## src/rtl/fault_classifier_pkg.sv

```systemverilog
// fault_classifier_pkg: shared fault codes and classifier FSM state encodings.
package fault_classifier_pkg;
  typedef enum logic [2:0] {
    CODE_NONE       = 3'd0,
    CODE_ECC_CORR   = 3'd1,
    CODE_ECC_UNCORR = 3'd2,
    CODE_LOCKSTEP   = 3'd3,
    CODE_WATCHDOG   = 3'd4,
    CODE_ESCALATED  = 3'd5
  } fault_code_e;
  typedef enum logic [1:0] {IDLE, WAIT_ACK, BUSY} state_e;
endpackage

```

## src/rtl/fault_classifier_window_counter.sv

```systemverilog
// fault_window_counter: minor-fault escalation window timer with saturating count.
module fault_window_counter #(
  parameter int WINDOW_CYCLES = 64,
  parameter int ESC_THRESHOLD = 3
) (
  input  logic       clk,
  input  logic       reset,
  input  logic       hit,
  output logic       escalate,
  output logic [3:0] minor_count
);
  localparam int WW = WINDOW_CYCLES > 1 ? $clog2(WINDOW_CYCLES) : 1;
  localparam logic [WW-1:0] LAST = WW'(WINDOW_CYCLES - 1);
  localparam logic [3:0] THR = 4'(ESC_THRESHOLD);
  localparam bit THR_OK = ESC_THRESHOLD >= 1 && ESC_THRESHOLD <= 15;
  logic open, expire;
  logic [WW-1:0] timer;
  logic [3:0] base, bumped;
  // an expiring window and a new hit on the same edge: the hit opens a fresh window
  assign expire = open && timer == LAST;
  assign base = expire ? 4'd0 : minor_count;
  assign bumped = base == 4'd15 ? base : base + 4'd1;
  assign escalate = THR_OK && hit && bumped == THR;
  always_ff @(posedge clk or posedge reset)
    if (reset) begin
      open <= 1'b0;
      timer <= '0;
      minor_count <= 4'd0;
    end else if (escalate || (expire && !hit)) begin
      open <= 1'b0;
      timer <= '0;
      minor_count <= 4'd0;
    end else if (hit) begin
      open <= 1'b1;
      timer <= open && !expire ? timer + 1'b1 : '0;
      minor_count <= bumped;
    end else if (open) timer <= timer + 1'b1;
endmodule

```

## src/rtl/fault_classifier.sv

```systemverilog
// fault_classifier: prioritises fault sources into one-cycle minor/critical reports
// with ack timeout re-issue, pending critical latching and minor escalation.
module fault_classifier
  import fault_classifier_pkg::*;
#(
  parameter int WINDOW_CYCLES = 64,
  parameter int ESC_THRESHOLD = 3,
  parameter int ACK_TIMEOUT = 16
) (
  input  logic       clk,
  input  logic       reset,
  input  logic       ecc_corrected,
  input  logic       ecc_uncorrectable,
  input  logic       lockstep_mismatch,
  input  logic       watchdog_expired,
  input  logic       recovery_busy,
  output logic       minor_fault,
  output logic       critical_fault,
  output logic [2:0] fault_code,
  output logic [3:0] minor_count
);
  localparam int TW = ACK_TIMEOUT > 1 ? $clog2(ACK_TIMEOUT) : 1;
  localparam logic [TW-1:0] TMO_LAST = TW'(ACK_TIMEOUT - 1);
  state_e state, state_n;
  fault_code_e code, code_n, pend, pend_n, crit_code, event_code;
  logic minor_n, crit_n, last_crit, last_crit_n, hit, esc, report;
  logic [TW-1:0] tmo, tmo_n;
  assign crit_code = ecc_uncorrectable ? CODE_ECC_UNCORR :
                     lockstep_mismatch ? CODE_LOCKSTEP :
                     watchdog_expired  ? CODE_WATCHDOG : CODE_NONE;
  assign hit = ecc_corrected && crit_code == CODE_NONE;
  assign event_code = crit_code != CODE_NONE ? crit_code : esc ? CODE_ESCALATED : CODE_NONE;
  assign report = pend != CODE_NONE || event_code != CODE_NONE;
  assign fault_code = code;
  fault_window_counter #(.WINDOW_CYCLES(WINDOW_CYCLES), .ESC_THRESHOLD(ESC_THRESHOLD)) u_window (
    .clk(clk), .reset(reset), .hit(hit), .escalate(esc), .minor_count(minor_count)
  );
  always_comb begin
    state_n = state;
    code_n = code;
    pend_n = pend;
    minor_n = 1'b0;
    crit_n = 1'b0;
    last_crit_n = last_crit;
    tmo_n = tmo;
    case (state)
      IDLE: if (report || hit) begin
        // a pending critical wins; anything critical sampled now becomes the next pending
        code_n = pend != CODE_NONE ? pend : event_code != CODE_NONE ? event_code : CODE_ECC_CORR;
        pend_n = pend != CODE_NONE ? event_code : CODE_NONE;
        crit_n = report;
        minor_n = !report;
        last_crit_n = report;
        tmo_n = '0;
        state_n = WAIT_ACK;
      end
      WAIT_ACK: begin
        pend_n = pend == CODE_NONE ? event_code : pend;
        state_n = recovery_busy ? BUSY : WAIT_ACK;
        crit_n = !recovery_busy && tmo == TMO_LAST && last_crit;
        minor_n = !recovery_busy && tmo == TMO_LAST && !last_crit;
        tmo_n = tmo == TMO_LAST ? '0 : tmo + 1'b1;
      end
      default: begin
        pend_n = pend == CODE_NONE ? event_code : pend;
        state_n = recovery_busy ? BUSY : IDLE;
      end
    endcase
  end
  always_ff @(posedge clk or posedge reset)
    if (reset) begin
      state <= IDLE;
      code <= CODE_NONE;
      pend <= CODE_NONE;
      minor_fault <= 1'b0;
      critical_fault <= 1'b0;
      last_crit <= 1'b0;
      tmo <= '0;
    end else begin
      state <= state_n;
      code <= code_n;
      pend <= pend_n;
      minor_fault <= minor_n;
      critical_fault <= crit_n;
      last_crit <= last_crit_n;
      tmo <= tmo_n;
    end
endmodule

```

## config.mk

```make
export PLATFORM = sky130hd
export DESIGN_NAME = fault_classifier
export DESIGN_NICKNAME = d
export VERILOG_FILES = /design/src/rtl/fault_classifier_pkg.sv /design/src/rtl/fault_classifier_window_counter.sv /design/src/rtl/fault_classifier.sv
export SDC_FILE = /design/constraint.sdc
export NUM_CORES = 1
export LEC_CHECK = 0
export ABC_AREA = 1
export BUFFER_PORTS_ARGS = -buffer_cell sky130_fd_sc_hd__buf_2
export CAP_MARGIN = 25
export CORE_MARGIN = 8
export CORE_UTILIZATION = 35
export DETAILED_ROUTE_END_ITERATION = 8
export GPL_ROUTABILITY_DRIVEN = 0
export SYNTH_ARGS = -nofsm -noshare
export SYNTH_HDL_FRONTEND = slang
export SYNTH_SLANG_ARGS = --single-unit
```

## constraint.sdc

```tcl
create_clock -name clk -period 5.7 [get_ports clk]
set_input_delay 0.57 -clock clk [delete_from_list [all_inputs] [get_ports clk]]
set_output_delay 0.57 -clock clk [all_outputs]
set_load 0.02 [all_outputs]
```

==> impl_metrics.tcl <==
set metrics [dict create \
    wl_per_cell_um 12.17 \
    start_util_pct 35.40 \
    fin_skew_ns 0.002951 \
    cts-root-buf "clkbuf_8" \
    power_switching_uw 386.1 \
    cp_top_family "simple AND/OR/NAND/NOR gates" \
    antenna_found_initial 0 \
    cap_violations 0 \
    maxSlewHeadroom_pct 65.50 \
    grt_max_degree 18 \
    p_seq_share_pct 37.4 \
    worstHoldPathType "in -> async" \
    post-dp-hpwl_mm 2.379 \
    outcome "completed" \
    postCtsHoldBufs 0 \
    core_um2 4234 \
    pwr-share-clk_pct 17.9 \
    clkSinkCount 26 \
    ant_nets 0 \
    clk_pin_slew_ns 0.10 \
    syn_inst 193 \
    crit_arrival_ns 2.79 \
    cp-start-kind "flip-flop" \
    synth_seq_area_share_pct 43.41 \
    pin_count 16 \
    critPathMaxStageDelay_ns 0.42 \
    slew_violations 0 \
    vias 1262 \
    cpMostUsedCell "nand2_1" \
    die_w_um 81.44 \
    hold_violations 0 \
    grt_usage_pct 10.70 \
    drt-total-wl_mm 3.189 \
    crit_buf_inv 2 \
    ys_seq_elements 26 \
    first_pass_iters 4 \
    syn_area_per_cell_um2 7.767 \
    synth_top_cell_by_area "dfrtp_1" \
    crit_fanout 12 \
    nFillCells 442 \
    syn_nets 203 \
    leakage_uw 0.0009319 \
    diodes 0 \
    fin_nets 221 \
    power_frac_comb_pct 44.8 \
    tns_ns 0 \
    rsz0062_at_grt "false" \
    finalCritPeriodShare_pct 46.00 \
    rows 24 \
    cts_max_level 1 \
    path_class "reg -> reg" \
    finalPower_uw 878.9 \
    drt-initial-drc-count 76 \
    netlist.area_leader.share_pct 43.41 \
    layout_commonest_cell "nand2_1" \
    setup_violations 0 \
    p_int_uw 492.8 \
    dieHeight_um 81.44 \
    max_freq_mhz 381.4 \
    grt_pass1_vias 1243 \
    path_cells "ha_1 -> nand2_2 -> nor2_4 -> nand3_2 -> nand2_1 -> inv_1 -> ha_1 -> nand2_1 -> inv_1 -> nand3_1 -> nand2_1 -> nand2_1 -> nor2_1 -> nand2_4 -> nand4_2 -> nand2_2 -> nand3_1 -> nand2_1" \
    irDropWorstVdd_uv 172.5 \
    mostFrequentLayoutCells "nand2_1 (42), inv_1 (29), dfrtp_1 (26), nand3_1 (23), nor2_1 (16)" \
    grt_pass1_wl_mm 5.554 \
    worst-r2r-cell-count 18 \
    critPathRequiredTime_ns 5.87 \
    insertion_delay_ns 0.28 \
    cts_tree "built" \
    ys.warnings.count 0 \
    seqCellArea_um2 650.6 \
    p_per_area_nw_per_um2 513.5 \
    cp_num_cells 18 \
    synth_top_cells_by_area "dfrtp_1 (43%), nand2_1 (11%), nand3_1 (7.7%), inv_1 (7.3%), nor2_1 (4.0%)" \
    netSwitchingFraction_pct 43.93 \
    cp-end-kind "flip-flop" \
    cpMaxStageDelayCell "dfrtp_1" \
    cts_inserted_buffers 3 \
    area_growth_pct 14.19 \
    vias_per_cell 4.817 \
    drive_above_1_share_pct 17.62 \
    clockBufferDepth 2 \
    synth.distinct_cells 29 \
    cts_resized 0 \
    remaining_drc_errors 0 \
    worst_pin_slew_ns 0.5160 \
    syn-cell-area_um2 1499 \
    dieArea_um2 6632 \
    cts_setup_buffers 0 \
    fin_util_pct 40.43 \
    io_buffer_count 15 \
    period_needed_ns 2.622 \
    globalRouteOverflowTotal 0 \
    multi_input_area_um2 709.4 \
]
[registers in the layout, summed over array words and instances (netlist names)]
signal                flops
u_window.minor_count      4
pend                      3
fault_code                3
u_window.timer            6
minor_fault               1
critical_fault            1
state                     2
last_crit                 1
u_window.open             1
tmo                       4
[Yosys cell counts (all sizes together)]
cell,instances
o21ai,11
o31ai,4
xor2,2
or2,1
nand3b,1
a21oi,9
nor3,1
dfrtp,26
o211ai,1
nand3,25
buf,2
o22ai,1
nand4,6
nand2,49
a31oi,1
inv,30
clkbuf,1
or3,1
nor2,18
ha,3
[power groups by stage]
stage	logic (uW)	clock network (uW)	registers, uW
floorplan	280	0	351
global placement	389	0	330
detailed placement	396	0	330
CTS	398	161	328
global route	452	170	340
finish	394	157	328
[layer usage]
metal,track usage [%],wire length [um]
met1,13.21,1515
met2,17.42,1489
met3,2.079,128
met4,5.357,56
met5,0,0
[worst paths after layout]
kind                            slack (ns)         startpoint                 to
worst max-delay path                  3.08  u_window.timer[0]            pend[0]
worst min-delay path                  0.29              reset  u_window.timer[3]
worst max register to register        3.08  u_window.timer[0]            pend[0]
worst min register to register        0.47          last_crit        minor_fault
max in group asynchronous             4.95              reset     critical_fault
min in group clk                      0.47          last_crit        minor_fault
[cell type report]
class / count / area share, %
sequential: 26 / 38.01
inverter: 30 / 6.579
tap: 52 / 3.801
multi-input combinational: 134 / 41.45
timing repair buffer: 16 / 5.994
clock buffer: 3 / 2.412
clock inverter: 1 / 1.754
[kinds of logic (layout without fill, tap and decap cells)]
group                      after synthesis  after routing  share of synthesized area [%]
buffers and inverters                   33             50                          9.265
adders and majority gates                3              3                          2.504
AOI/OAI and AO/OA                       27             27                          10.77
DFF                                     26             26                          43.41
and+or+nand+nor                        102            102                          32.89
xor gates and xnor gates                 2              2                          1.169
[through the flow]
| step | setup slack, ns | hold WS, ns | instances | cell area (um2) |
|---|---|---|---|---|
| after floorplan | 3.320 | 0.4426 | 193 | 1499 |
| after global placement | 3.181 | 0.4591 | 257 | 1613 |
| after detailed placement | 3.090 | 0.4623 | 258 | 1640 |
| after CTS | 3.079 | 0.2995 | 262 | 1712 |
| after global routing | 2.724 | 0.3177 | 262 | 1712 |
| final | 3.078 | 0.2938 | 262 | 1712 |
Note: power is estimated with default switching activity, not from simulation.
